==> config.mk <==
export PLATFORM = sky130hd
export DESIGN_NAME = p_int_div_pow2_pipe_flat
export DESIGN_NICKNAME = d
export VERILOG_FILES = /design/src/rtl/p_int_div_pow2_pipe_if.sv /design/src/rtl/p_int_div_pow2_pipe.sv /design/src/flat_wrapper.sv
export SDC_FILE = /design/constraint.sdc
export NUM_CORES = 1
export LEC_CHECK = 0
export BUFFER_PORTS_ARGS = -buffer_cell sky130_fd_sc_hd__buf_2
export CAP_MARGIN = 15
export CORE_ASPECT_RATIO = 2
export CORE_UTILIZATION = 45
export CTS_CLUSTER_SIZE = 30
export DETAILED_ROUTE_END_ITERATION = 8
export PLACE_DENSITY = 0.7
export SYNTH_ARGS = -nofsm -noshare
export SYNTH_HDL_FRONTEND = slang
export SYNTH_SLANG_ARGS = --single-unit
==> constraint.sdc <==
create_clock -name clk -period 5.85 [get_ports clk]
set_input_delay 0.2925 -clock clk [delete_from_list [all_inputs] [get_ports clk]]
set_output_delay 0.2925 -clock clk [all_outputs]
set_load 0.01 [all_outputs]
==> src/rtl/p_int_div_pow2_pipe_if.sv <==
// Stream bundle for the divide-by-2^n stage: input beat with shift/mode,
// output beat with saturated quotients, remainders and overflow flags.
interface p_int_div_pow2_pipe_if #(
  parameter int LANES     = 4,
  parameter int I_PREC    = 16,
  parameter int O_PREC    = 8,
  parameter int MAX_SHIFT = 8
);
  localparam int SW = $clog2(MAX_SHIFT + 1);

  logic                       in_valid;
  logic                       in_ready;
  logic [LANES*I_PREC-1:0]    in_data;
  logic [SW-1:0]              in_shift;
  logic [1:0]                 in_mode;
  logic                       out_valid;
  logic                       out_ready;
  logic [LANES*O_PREC-1:0]    out_data;
  logic [LANES*MAX_SHIFT-1:0] out_rem;
  logic [LANES-1:0]           out_ovf;

  modport master (
    output in_valid, in_data, in_shift, in_mode, out_ready,
    input  in_ready, out_valid, out_data, out_rem, out_ovf
  );

  modport slave (
    input  in_valid, in_data, in_shift, in_mode, out_ready,
    output in_ready, out_valid, out_data, out_rem, out_ovf
  );
endinterface

==> src/rtl/p_int_div_pow2_pipe.sv <==
// Two-stage multi-lane divide-by-2^n with runtime rounding, remainder output,
// saturation to output precision and a saturating overflow-beat counter.
module p_int_div_pow2_pipe #(
  parameter int LANES     = 4,
  parameter int I_PREC    = 16,
  parameter int O_PREC    = 8,
  parameter int SIGN      = 1,
  parameter int MAX_SHIFT = 8,
  parameter int CNT_W     = 16
) (
  input  logic                     clk,
  input  logic                     reset_,
  p_int_div_pow2_pipe_if.slave     bus,
  input  logic                     clr_cnt,
  output logic [CNT_W-1:0]         ovf_cnt
);
  localparam int SW = $clog2(MAX_SHIFT + 1);

  localparam logic [I_PREC:0]   S_MAX  = (I_PREC+1)'((1 << (O_PREC - 1)) - 1);
  localparam logic [I_PREC:0]   S_MIN  = ~S_MAX;
  localparam logic [I_PREC:0]   U_MAX  = (I_PREC+1)'((1 << O_PREC) - 1);
  localparam logic [O_PREC-1:0] HI_VAL = (SIGN != 0) ? {1'b0, {(O_PREC-1){1'b1}}} : {O_PREC{1'b1}};
  localparam logic [O_PREC-1:0] LO_VAL = (SIGN != 0) ? {1'b1, {(O_PREC-1){1'b0}}} : {O_PREC{1'b0}};

  logic                              s1_valid, s2_valid;
  logic [LANES-1:0][I_PREC:0]        s1_sum, sum_d;
  logic [LANES-1:0][MAX_SHIFT-1:0]   s1_rem, rem_d, s2_rem;
  logic [LANES-1:0][O_PREC-1:0]      s2_data, clamp_d;
  logic [LANES-1:0]                  s2_ovf, ovf_d;
  logic [SW-1:0]                     n_eff;
  logic                              s1_adv, s2_adv, in_fire, out_fire;

  assign s2_adv   = !s2_valid || bus.out_ready;
  assign s1_adv   = !s1_valid || s2_adv;
  assign in_fire  = bus.in_valid && s1_adv;
  assign out_fire = s2_valid && bus.out_ready;

  assign n_eff = (bus.in_shift > SW'(MAX_SHIFT)) ? SW'(MAX_SHIFT) : bus.in_shift;

  for (genvar g = 0; g < LANES; g++) begin : g_lane
    logic [I_PREC-1:0] x, mask, low;
    logic [I_PREC:0]   xe, q;
    logic              half, sticky, carry, ovf_hi, ovf_lo;

    assign x      = bus.in_data[g*I_PREC +: I_PREC];
    assign xe     = (SIGN != 0) ? {x[I_PREC-1], x} : {1'b0, x};
    assign q      = $unsigned($signed(xe) >>> n_eff);
    assign mask   = ~({I_PREC{1'b1}} << n_eff);
    assign low    = x & mask;
    // Bit n-1 is the only bit kept by mask but dropped by mask>>1; zero when n=0.
    assign half   = |(low & ~(mask >> 1));
    assign sticky = |low;
    assign carry  = (bus.in_mode == 2'd1) ? half :
                    (bus.in_mode == 2'd2) ? sticky : 1'b0;
    assign sum_d[g] = q + {{I_PREC{1'b0}}, carry};
    assign rem_d[g] = low[MAX_SHIFT-1:0];

    assign ovf_hi = (SIGN != 0) ? ($signed(s1_sum[g]) > $signed(S_MAX)) : (s1_sum[g] > U_MAX);
    assign ovf_lo = (SIGN != 0) ? ($signed(s1_sum[g]) < $signed(S_MIN)) : 1'b0;
    assign ovf_d[g]   = ovf_hi || ovf_lo;
    assign clamp_d[g] = ovf_hi ? HI_VAL : ovf_lo ? LO_VAL : s1_sum[g][O_PREC-1:0];
  end

  // Stage 1 captures the rounded quotient only on an accepted beat.
  always_ff @(posedge clk or negedge reset_) begin
    if (!reset_) begin
      s1_valid <= 1'b0;
      s1_sum   <= '0;
      s1_rem   <= '0;
    end else if (s1_adv) begin
      s1_valid <= bus.in_valid;
      if (in_fire) begin
        s1_sum <= sum_d;
        s1_rem <= rem_d;
      end
    end
  end

  always_ff @(posedge clk or negedge reset_) begin
    if (!reset_) begin
      s2_valid <= 1'b0;
      s2_data  <= '0;
      s2_rem   <= '0;
      s2_ovf   <= '0;
    end else if (s2_adv) begin
      s2_valid <= s1_valid;
      if (s1_valid) begin
        s2_data <= clamp_d;
        s2_rem  <= s1_rem;
        s2_ovf  <= ovf_d;
      end
    end
  end

  // Clear takes priority; a coincident overflow event is intentionally lost.
  always_ff @(posedge clk or negedge reset_) begin
    if (!reset_) begin
      ovf_cnt <= '0;
    end else if (clr_cnt) begin
      ovf_cnt <= '0;
    end else if (out_fire && (|s2_ovf) && (ovf_cnt != {CNT_W{1'b1}})) begin
      ovf_cnt <= ovf_cnt + 1'b1;
    end
  end

  assign bus.in_ready  = s1_adv;
  assign bus.out_valid = s2_valid;
  assign bus.out_data  = s2_data;
  assign bus.out_rem   = s2_rem;
  assign bus.out_ovf   = s2_ovf;
endmodule

==> src/flat_wrapper.sv <==
// flat-port wrapper written by rule: the top's interface ports become plain ports
module p_int_div_pow2_pipe_flat 
#(
  parameter int LANES     = 4,
  parameter int I_PREC    = 16,
  parameter int O_PREC    = 8,
  parameter int SIGN      = 1,
  parameter int MAX_SHIFT = 8,
  parameter int CNT_W     = 16
)
  (clk, reset_, clr_cnt, ovf_cnt, bus_in_valid, bus_in_data, bus_in_shift, bus_in_mode, bus_out_ready, bus_in_ready, bus_out_valid, bus_out_data, bus_out_rem, bus_out_ovf);
  p_int_div_pow2_pipe_if #(.LANES(LANES), .I_PREC(I_PREC), .O_PREC(O_PREC), .MAX_SHIFT(MAX_SHIFT)) bus_i ();
  input  logic clk;
  input  logic reset_;
  input  logic clr_cnt;
  output logic [CNT_W-1:0] ovf_cnt;
  input wire logic [$bits(bus_i.in_valid)-1:0] bus_in_valid;
  input wire logic [$bits(bus_i.in_data)-1:0] bus_in_data;
  input wire logic [$bits(bus_i.in_shift)-1:0] bus_in_shift;
  input wire logic [$bits(bus_i.in_mode)-1:0] bus_in_mode;
  input wire logic [$bits(bus_i.out_ready)-1:0] bus_out_ready;
  output wire logic [$bits(bus_i.in_ready)-1:0] bus_in_ready;
  output wire logic [$bits(bus_i.out_valid)-1:0] bus_out_valid;
  output wire logic [$bits(bus_i.out_data)-1:0] bus_out_data;
  output wire logic [$bits(bus_i.out_rem)-1:0] bus_out_rem;
  output wire logic [$bits(bus_i.out_ovf)-1:0] bus_out_ovf;
  assign bus_i.in_valid = bus_in_valid;
  assign bus_i.in_data = bus_in_data;
  assign bus_i.in_shift = bus_in_shift;
  assign bus_i.in_mode = bus_in_mode;
  assign bus_i.out_ready = bus_out_ready;
  assign bus_in_ready = bus_i.in_ready;
  assign bus_out_valid = bus_i.out_valid;
  assign bus_out_data = bus_i.out_data;
  assign bus_out_rem = bus_i.out_rem;
  assign bus_out_ovf = bus_i.out_ovf;
  p_int_div_pow2_pipe #(.LANES(LANES), .I_PREC(I_PREC), .O_PREC(O_PREC), .SIGN(SIGN), .MAX_SHIFT(MAX_SHIFT), .CNT_W(CNT_W)) u_core (.clk(clk), .reset_(reset_), .bus(bus_i), .clr_cnt(clr_cnt), .ovf_cnt(ovf_cnt));
endmodule
==> results_dict.tcl, run 1 <==
set metrics [dict create \
    root_buffer "clkbuf_16" \
    arrival_ns 4.04 \
    drt_first_pass_iters 5 \
    place_congestion 1.017 \
    start_util_pct 45.93 \
    num_rows 86 \
    drt_iter0_drc 1256 \
    hold_viol_final 0 \
    synth_cells 1473 \
    clk_pin_slew_ns 0.07 \
    whs_path_depth 2 \
    synthArstFlopShare_pct 100.0 \
    synth_top_cell_by_area "dfrtp_1" \
    synth_cell_types 93 \
    outcome "completed" \
    leakage_uw 0.006320 \
    area_growth_pct 11.94 \
    cp_max_fo 62 \
    ys_seq_elements 186 \
    rsz0062_at_grt "false" \
    r2r_cells 6 \
    synth-main-ff-cell "dfrtp_1" \
    power.total_uw 3924 \
    wirelength_microns 42160 \
    synth_edf_count 0 \
    clk_latency_ns 0.45 \
    drtAntennaViolNets 0 \
    vias 12150 \
    period_share_pct 63.01 \
    tightest_slew_ns 1.051 \
    grt_pass1_vias 11750 \
    fin_tns_setup_ns 0 \
    antenna_found_initial 1 \
    htreeDepth 4 \
    io_pins 161 \
    synthTopCellsByArea "dfrtp_1 (37%), nand2_1 (9.4%), o21ai_0 (4.0%)" \
    synth.most_common_cell "nand2_1" \
    min_to "u_core.s1_valid" \
    ys_seq_area_share_pct 36.65 \
    synth_commonest_cells "nand2_1 (319), dfrtp_1 (186), o21ai_0 (102), nor2_1 (87), clkbuf_1 (54)" \
    rr_endpoint "u_core.ovf_cnt[15]" \
    syn_area_per_cell_sq_um 8.622 \
    slew_headroom_pct 29.52 \
    grt_pass1_wl_microns 66160 \
    core-area_sq_um 27650 \
    finalSetupViolations 0 \
    die_width_microns 120.8 \
    grt_max_degree 101 \
    ff2ff_setup_slack_ns 3.45 \
    die_h_microns 239.6 \
    cts_max_path_buffers 2 \
    die_area_sq_um 28940 \
    post_drt_wl_per_cell_microns 21.81 \
    cp-end-kind "register" \
    grt_usage_pct 29.86 \
    cts_tree "yes" \
    hold_start "bus_in_valid" \
    fmax_mhz 271.3 \
    drc 0 \
    final.fill_count 2660 \
    yosysWarnings 0 \
    regArea_sq_um 4654 \
    fin_crit_ns 3.686 \
    min_path_type "primary input to register" \
    drive_gt1_share_pct 18.92 \
    synth_top_area_share_pct 36.65 \
    nets 1654 \
    crit_required_ns 6.20 \
    postSynthNetCount 1560 \
    netlist_area_sq_um 12700 \
    via_per_inst 6.284 \
    cap_violations 0 \
    multi_input_area_sq_um 7416 \
    critPathLaunchType "primary input" \
    cts_buffers 17 \
    io_buffers 160 \
    vdd_drop_max_mv 0.1871 \
    overflow 0 \
    r2r_start "u_core.ovf_cnt[10]" \
    dp_hpwl_microns 31350 \
    clkSinkCount 186 \
    power.density_nw_per_um2 276.0 \
    worstSetupPathType "primary input to register" \
    skew_ns 0.01041 \
    maxSlewViolCount 0 \
]
==> metrics by stage <==
stage | setup slack, ns | area, sq um | hold slack, ns | utilization (%) | instances
after global routing | 1.936 | 14220 | 0.1136 | 51.41 | 1933
after detailed placement | 1.842 | 13540 | 0.4419 | 48.97 | 1899
after floorplan | 2.305 | 12700 | -0.003091 | - | 1473
after CTS | 2.292 | 14210 | 0.09317 | 51.40 | 1932
after global placement | 1.944 | 13540 | 0.4373 | 48.97 | 1899
final | 2.164 | 14220 | 0.1117 | 51.41 | 1933
==> cell usage in the layout (no fill, tap or decap), drive strengths merged, types with 8 or more instances in the layout <==
master | Yosys | layout
and3 | 9 | 9
or4 | 8 | 8
a31oi | 18 | 18
nand2 | 319 | 319
xor2 | 28 | 28
nor2b | 18 | 18
buf | 52 | 180
and3b | 10 | 10
nand3 | 47 | 47
nor3b | 9 | 9
o31ai | 20 | 20
nand2b | 20 | 20
a22oi | 12 | 12
o211ai | 12 | 12
a21oi | 52 | 52
and2 | 14 | 14
nor4 | 14 | 14
mux2 | 32 | 32
mux2i | 46 | 46
inv | 19 | 25
dfrtp | 186 | 186
mux4 | 15 | 15
nand4 | 24 | 24
ha | 12 | 12
nand3b | 8 | 8
xnor2 | 21 | 21
a221o | 22 | 22
or3 | 12 | 12
o21ai | 107 | 107
clkbuf | 54 | 18
a221oi | 13 | 13
nor2 | 88 | 88
nor3 | 21 | 21
a211oi | 14 | 14
o22ai | 17 | 17
==> cell families after synthesis <==
kind of cell / synth area share, %
simple gates: 24.68
flops: 36.65
fa+ha+maj: 1.261
xor+xnor: 3.379
buf+inv: 5.083
mux: 9.152
compound gates: 19.80
==> worst max-delay path by stage <==
stage	from	end	slack (ns)	cells past startpoint
floorplan	bus_in_shift[2]	u_core.s1_sum[32]	2.31	16
global placement	bus_in_shift[3]	u_core.s1_sum[12]	1.94	9
detailed placement	bus_in_shift[3]	u_core.s1_sum[12]	1.84	9
CTS	bus_in_shift[3]	u_core.s1_sum[12]	2.29	9
global route	bus_in_shift[0]	u_core.s1_sum[32]	1.94	14
finish	bus_in_shift[3]	u_core.s1_sum[12]	2.16	9
==> cell type report <==
type	count	area share, %
Multi-Input combinational cell	1162	52.16
Sequential cell	186	32.74
Timing Repair Buffer	181	6.820
Tap cell	352	3.098
Clock buffer	18	3.089
Clock inverter	14	1.575
Inverter	19	0.5016
Antenna cell	1	0.01760
==> power by group <==
group | switching, uW | internal (uW)
sequential | 141 | 1500
clock | 561 | 712
combinational | 633 | 381
total | 1330 | 2590
==> what timing repair did <==
action,CTS,global route
resized for setup,0,0
hold endpoints to repair,24,0
hold buffers,1,0
setup buffers,0,0
==> sequential cells by signal (all words and copies together), names as in the netlist <==
name	flops
u_core.ovf_cnt	16
u_core.s1_rem	32
u_core.s1_valid	1
u_core.bus.out_rem	32
u_core.bus.out_ovf	4
u_core.bus.out_valid	1
u_core.s1_sum	68
u_core.bus.out_data	32
==> per-layer routing <==
metal / track usage [%] / vias up / part of all wire [%]
met4: 19.08 / 0 / 6.0
met2: 49.30 / 624 / 49
li1: - / 5573 / -
met3: 4.381 / 162 / 6.1
met1: 36.12 / 5788 / 39
met5: 0 / - / 0
==> worst max-delay path, stage by stage <==
cell and delay [ns]:
buf_2 0.49, buf_4 0.61, or3_1 0.66, a211oi_1 0.14, or3_1 0.46, and4bb_1 0.46, nand4_2 0.19, or4_1 0.53
a31oi_1 0.17
(Power assumes the default switching activity.)
==> inputs of run 2 (changes only) <==
ABC_AREA = 1   (was default)
PLACE_DENSITY = 0.72   (was 0.7)
clock period = 3 ns   (was 5.85 ns; I/O delays follow)
==> results_dict.tcl, run 2 <==
set metrics [dict create \
    tightest_slew_ns 0.7230 \
    top_register "u_core.s1_sum" \
    synth.most_common_cell "nand2_1" \
    fin_tns_setup_ns 0 \
    final_cell_mix "nand2_1 (669), nand3_1 (313), dfrtp_1 (186)" \
    place_ws_ns 0.2343 \
    dp_hpwl_microns 31440 \
    hold_viol_final 0 \
    ys_seq_area_share_pct 37.93 \
    skew_ns 0.01193 \
    drt_iter0_drc 934 \
    wirelength_microns 40510 \
    postSynthNetCount 1949 \
    fin_hold_ws_ns 0.02635 \
    busiest_layer "met2" \
    stdcell_count 2366 \
    cap_violations 0 \
    rsz0062_at_grt "false" \
    syn_area_per_cell_sq_um 6.591 \
    fmax_mhz 420.3 \
    use_met3_pct 3.464 \
    swShare_pct 37.29 \
    use_met2_pct 52.81 \
    crit_required_ns 3.33 \
    leakage_uw 0.007372 \
    synth-main-ff-cell "dfrtp_1" \
    fin_crit_ns 2.379 \
    synth_top_cell_by_area "dfrtp_1" \
    netlist_area_sq_um 12270 \
    power_frac_comb_pct 30.2 \
    area_growth_pct 14.32 \
    via_per_inst 5.495 \
    maxSlewViolCount 0 \
    num_rows 85 \
    root_buffer "clkbuf_16" \
    clk_latency_ns 0.45 \
    drt_first_pass_iters 6 \
    dp_cells 2331 \
    drtAntennaViolNets 0 \
    ys_seq_elements 186 \
    cts_buffers 17 \
    arrival_ns 2.71 \
    met1_usage_pct 32.11 \
    outcome "completed" \
    critPathLaunchType "primary input" \
    overflow 0 \
    p_int_uw 4925 \
    post_drt_wl_per_cell_microns 17.12 \
    synthArstFlopShare_pct 100.0 \
    synth_edf_count 0 \
    core-area_sq_um 26910 \
    vdd_drop_max_mv 0.3976 \
    die_width_microns 118.8 \
    grt_usage_pct 29.60 \
    grt_max_degree 135 \
    p_seq_share_pct 43.0 \
    cts_setup_buffers 0 \
    cts_tree "yes" \
    die_h_microns 235.5 \
    synth_top_area_share_pct 37.93 \
    drive_gt1_share_pct 14.14 \
    layout_commonest_cell "nand2_1" \
    power.density_nw_per_um2 559.8 \
    finalSetupViolations 0 \
    htreeDepth 4 \
    synth_cell_types 41 \
    final.fill_count 2708 \
    clock_power_share_pct 26.9 \
    path_cells "buf_2, nor2_1, nor2_1, buf_4, inv_1, nor2_1, inv_1, o2111ai_1, o21ai_0, nand2_1, ha_1, inv_1, nor2_1, nand2_1, nor2_1, nand2_1, nand2_1, nand2_1, nand2_1, nand2_1" \
    clkSinkCount 186 \
    largest_reg_flops 68 \
    antenna_found_initial 1 \
    cp_slowest_cell "nor2_1" \
    place_congestion 0.9565 \
    slew_headroom_pct 51.29 \
    layout_setup_ws_ns 0.6206 \
    yosysWarnings 0 \
    period_share_pct 79.31 \
    cts_max_path_buffers 2 \
    start_util_pct 45.61 \
    die_area_sq_um 27980 \
    cp-end-kind "register" \
    cts.repair.resized 0 \
    synthTopCellsByArea "dfrtp_1 (38%), nand2_1 (21%), nand3_1 (13%)" \
    nets 2091 \
    grt_pass1_vias 12750 \
    worstSetupPathType "primary input to register" \
    drc 0 \
    synth_cells 1862 \
    crit_top_cell "nand2_1" \
    cp_max_fo 9 \
    slowest_delay_ns 0.31 \
    grt_pass1_wl_microns 64680 \
    io_pins 161 \
    min_path_type "primary input to register" \
    clk_pin_slew_ns 0.07 \
    vias 13000 \
    io_buffers 160 \
    switchingPower_uw 2929 \
    synth_commonest_cells "nand2_1 (671), nand3_1 (313), dfrtp_1 (186), inv_1 (169), nor2_1 (150)" \
]
run 2: changes by cell type in the layout (fill, tap and decap cells not counted), sizes merged, moves of 18 or more:
cell and delta:
a21oi -27, nor2 +90, a221o -22, xor2 -20, nand2b -20, o31ai -18, nor2b -18, inv +155
mux2 -32, mux2i -46, nand2 +361, nand3 +276
run 2: power by group through the flow:
stage | clock network, uW | registers, uW | logic (uW)
CTS | 2150 | 3380 | 2380
detailed placement | 0 | 3420 | 2360
global placement | 0 | 3400 | 2330
floorplan | 0 | 3480 | 1340
global route | 2230 | 3440 | 2650
finish | 2110 | 3380 | 2370
run 2: final cells by class:
cell class / count / area, sq um / share of cell area [%]
multi-input cells: 1425 / 6563 / 46.78
flip-flops and latches: 186 / 4654 / 33.18
repair buffers: 200 / 1177 / 8.392
inverters: 174 / 655.6 / 4.673
well taps: 348 / 435.4 / 3.104
clock buffers: 17 / 425.4 / 3.032
clock inverters: 14 / 113.9 / 0.8116
diodes: 2 / 5.005 / 0.03567
run 2: final timing paths:
path / from / end / slack (ns) / depth (start not counted)
worst max register to register: u_core.ovf_cnt[0] / u_core.ovf_cnt[9] / 1.10 / 11
min in group asynchronous: reset_ / u_core.bus.out_rem[6] / 0.21 / 2
worst min-delay path: bus_in_data[15] / u_core.s1_sum[16] / 0.03 / 3
worst max-delay path: bus_in_shift[1] / u_core.s1_sum[47] / 0.62 / 20
max in group asynchronous: reset_ / u_core.s1_rem[4] / 1.97 / 3
worst min register to register: u_core.bus.out_rem[3] / u_core.bus.out_rem[3] / 0.48 / 2
run 2: repair_timing:
action | CTS | global route
hold buffers | 2 | 0
endpoints found under the setup margin | 0 | 0
endpoints found under the hold margin | 48 | 0
run 2: metal layers:
layer / share of wire, % / routed length [microns]
met1: 37 / 15020
met2: 52 / 21060
met3: 4.0 / 1632
met4: 6.9 / 2797
met5: 0 / 0
run 2: stage by stage:
| stage | area, sq um | total power (uW) | utilization, % |
|---|---|---|---|
| after global placement | 13470 | 5739 | 50.04 |
| after global routing | 14030 | 8317 | 52.13 |
| after floorplan | 12270 | 4816 | - |
| final | 14030 | 7853 | 52.14 |
| after CTS | 14020 | 7897 | 52.12 |
| after detailed placement | 13470 | 5780 | 50.04 |
run 2: kinds of logic after synthesis:
family,Yosys count,synth area share (%)
AO/OA/AOI/OAI,165,7.504
XOR/XNOR,14,0.9992
adder cells (fa/ha/maj),12,1.223
buffers and inverters,251,8.738
flip-flops,186,37.93
AND/OR/NAND/NOR,1234,43.61
run 2: critical path, delay by kind of cell:
family | cells | cell delay [ns]
AOI/OAI and AO/OA | 2 | 0.26
adders and majority gates | 1 | 0.22
buffers and inverters | 5 | 0.63
and+or+nand+nor | 12 | 1.46
==> inputs of run 3 (changes only) <==
PLACE_DENSITY = 0.7   (was 0.72)
clock period = 2.2 ns   (was 3 ns; I/O delays follow)
==> results_dict.tcl, run 3 (synthesized netlist as in run 2, its figures left out) <==
set metrics [dict create \
    cp-end-kind "register" \
    wirelength_microns 42580 \
    area_growth_pct 27.77 \
    place_congestion 0.9623 \
    power_frac_comb_pct 32.6 \
    root_buffer "clkbuf_16" \
    num_rows 85 \
    antenna_found_initial 2 \
    fin_crit_ns 2.048 \
    placed_cell_area_sq_um 14910 \
    cap_violations 0 \
    largest_reg_flops 68 \
    finalInstanceArea_sq_um 15680 \
    drt_first_pass_iters 6 \
    power.density_nw_per_um2 724.2 \
    slew_headroom_pct 52.47 \
    die_width_microns 118.8 \
    vias 13650 \
    cp_max_fo 5 \
    p_seq_share_pct 40.5 \
    critPathLaunchType "primary input" \
    switchingPower_uw 4061 \
    clk_latency_ns 0.45 \
    die_h_microns 235.5 \
    core-area_sq_um 26910 \
    io_pins 161 \
    post-route-util_pct 58.27 \
    htreeDepth 4 \
    min_path_type "primary input to register" \
    post_drt_wl_per_cell_microns 16.70 \
    fin_hold_ws_ns 0.04005 \
    overflow 0 \
    period_share_pct 93.11 \
    clk_pin_slew_ns 0.07 \
    swShare_pct 35.77 \
    die_area_sq_um 27980 \
    final.fill_count 2636 \
    layout_setup_ws_ns 0.1516 \
    drive_gt1_share_pct 22.46 \
    arrival_ns 2.37 \
    slowest_delay_ns 0.33 \
    top_register "u_core.s1_sum" \
    crit_required_ns 2.52 \
    path_cells "buf_2, inv_1, nand2_1, o21ai_2, inv_2, nand2_2, o21ai_0, o41ai_1, nand2_1, ha_2, ha_1, nand3_2, buf_4, xor2_1, o21ai_0" \
    clkSinkCount 186 \
    dp_hpwl_microns 33590 \
    clock_power_share_pct 27.0 \
    vdd_drop_max_mv 0.4778 \
    fmax_mhz 488.2 \
    tightest_slew_ns 0.7130 \
    via_per_inst 5.355 \
    cts_buffers 17 \
    outcome "completed" \
    layout_commonest_cell "nand2_1" \
    worstSetupPathType "primary input to register" \
    drt_iter0_drc 858 \
    p_int_uw 7294 \
    grt_pass1_wl_microns 68910 \
    rsz0062_at_grt "true" \
    leakage_uw 0.008317 \
    grt_usage_pct 31.66 \
    maxSlewViolCount 0 \
    cts_tree "yes" \
    grt_pass1_vias 13810 \
    finalSetupViolations 0 \
    cts_max_path_buffers 2 \
    cp_slowest_cell "o41ai_1" \
    start_util_pct 45.61 \
    hold_viol_final 0 \
    grt_max_degree 78 \
    drc 0 \
    final_cell_mix "nand2_1 (661), nand3_1 (310), buf_4 (203)" \
    nets 2273 \
    skew_ns 0.01241 \
    io_buffers 160 \
    drtAntennaViolNets 0 \
    place_ws_ns -0.3585 \
]
-- run 3: cell count changes in the layout (fill, tap and decap cells not counted), moves of 6 or more --
cell,delta
buf_4,+170
buf_12,+8
nand2_1,-8
nor2_1,-6
nand2_2,+8
-- run 3: cell type report --
cell class                      instances  area, sq um  share of cell area (%)
Antenna cell                            2        5.005                 0.03192
Clock buffer                           21        480.5                   3.064
Clock inverter                         11        112.6                  0.7182
Inverter                              174        655.6                   4.181
Multi-Input combinational cell       1425         6681                   42.61
Sequential cell                       186         4654                   29.68
Tap cell                              348        435.4                   2.777
Timing Repair Buffer                  382         2655                   16.93
-- run 3: worst paths after layout --
check / start / endpoint / slack, ns / depth (start not counted)
setup / recovery: bus_in_shift[2] / u_core.s1_sum[4] / 0.15 / 15
hold / removal: bus_in_data[47] / u_core.s1_sum[49] / 0.04 / 4
setup reg to reg: u_core.ovf_cnt[0] / u_core.ovf_cnt[14] / 0.31 / 7
hold reg to reg: u_core.s1_rem[10] / u_core.bus.out_rem[10] / 0.47 / 2
max in group asynchronous: reset_ / u_core.s1_sum[2] / 1.29 / 3
min in group asynchronous: reset_ / u_core.s1_rem[1] / 0.15 / 2
-- run 3: metrics by stage --
stage / std cells / power [uW] / TNS [ns]
after global routing: 2548 / 12040 / -0.03923
after CTS: 2545 / 11390 / 0
after floorplan: 1862 / 6576 / 0
final: 2549 / 11350 / 0
after detailed placement: 2508 / 8299 / -16.49
after global placement: 2508 / 8222 / -16.73
-- run 3: routing by layer --
metal / vias to the layer above / global-route usage, % / wire length (microns)
met4: 0 / 19.95 / 2725
met1: 6387 / 32.43 / 15190
met2: 443 / 59.72 / 22950
met5: - / 0 / 0
li1: 6679 / - / -
met3: 141 / 3.803 / 1715
-- run 3: power groups by stage --
stage / Sequential (uW) / Combinational (uW) / Clock, uW
3_3_place_gp: 4620 / 3600 / 0
3_5_place_dp: 4650 / 3650 / 0
5_1_grt: 4680 / 4120 / 3240
4_1_cts: 4590 / 3680 / 3120
2_1_floorplan: 4750 / 1830 / 0
6_report: 4590 / 3700 / 3060
-- run 3: repair_timing --
action,in CTS,in global routing
resized for setup,0,31
setup buffers,0,2
endpoints found under the hold margin,116,0
hold buffers,5,0
setup endpoints to repair,0,36
-- run 3: worst max-delay path, delay by kind of cell --
| family | cells | cell delay [ns] |
|---|---|---|
| simple gates | 4 | 0.55 |
| compound gates | 4 | 0.61 |
| xor+xnor | 1 | 0.13 |
| buf+inv | 4 | 0.53 |
| fa+ha+maj | 2 | 0.43 |
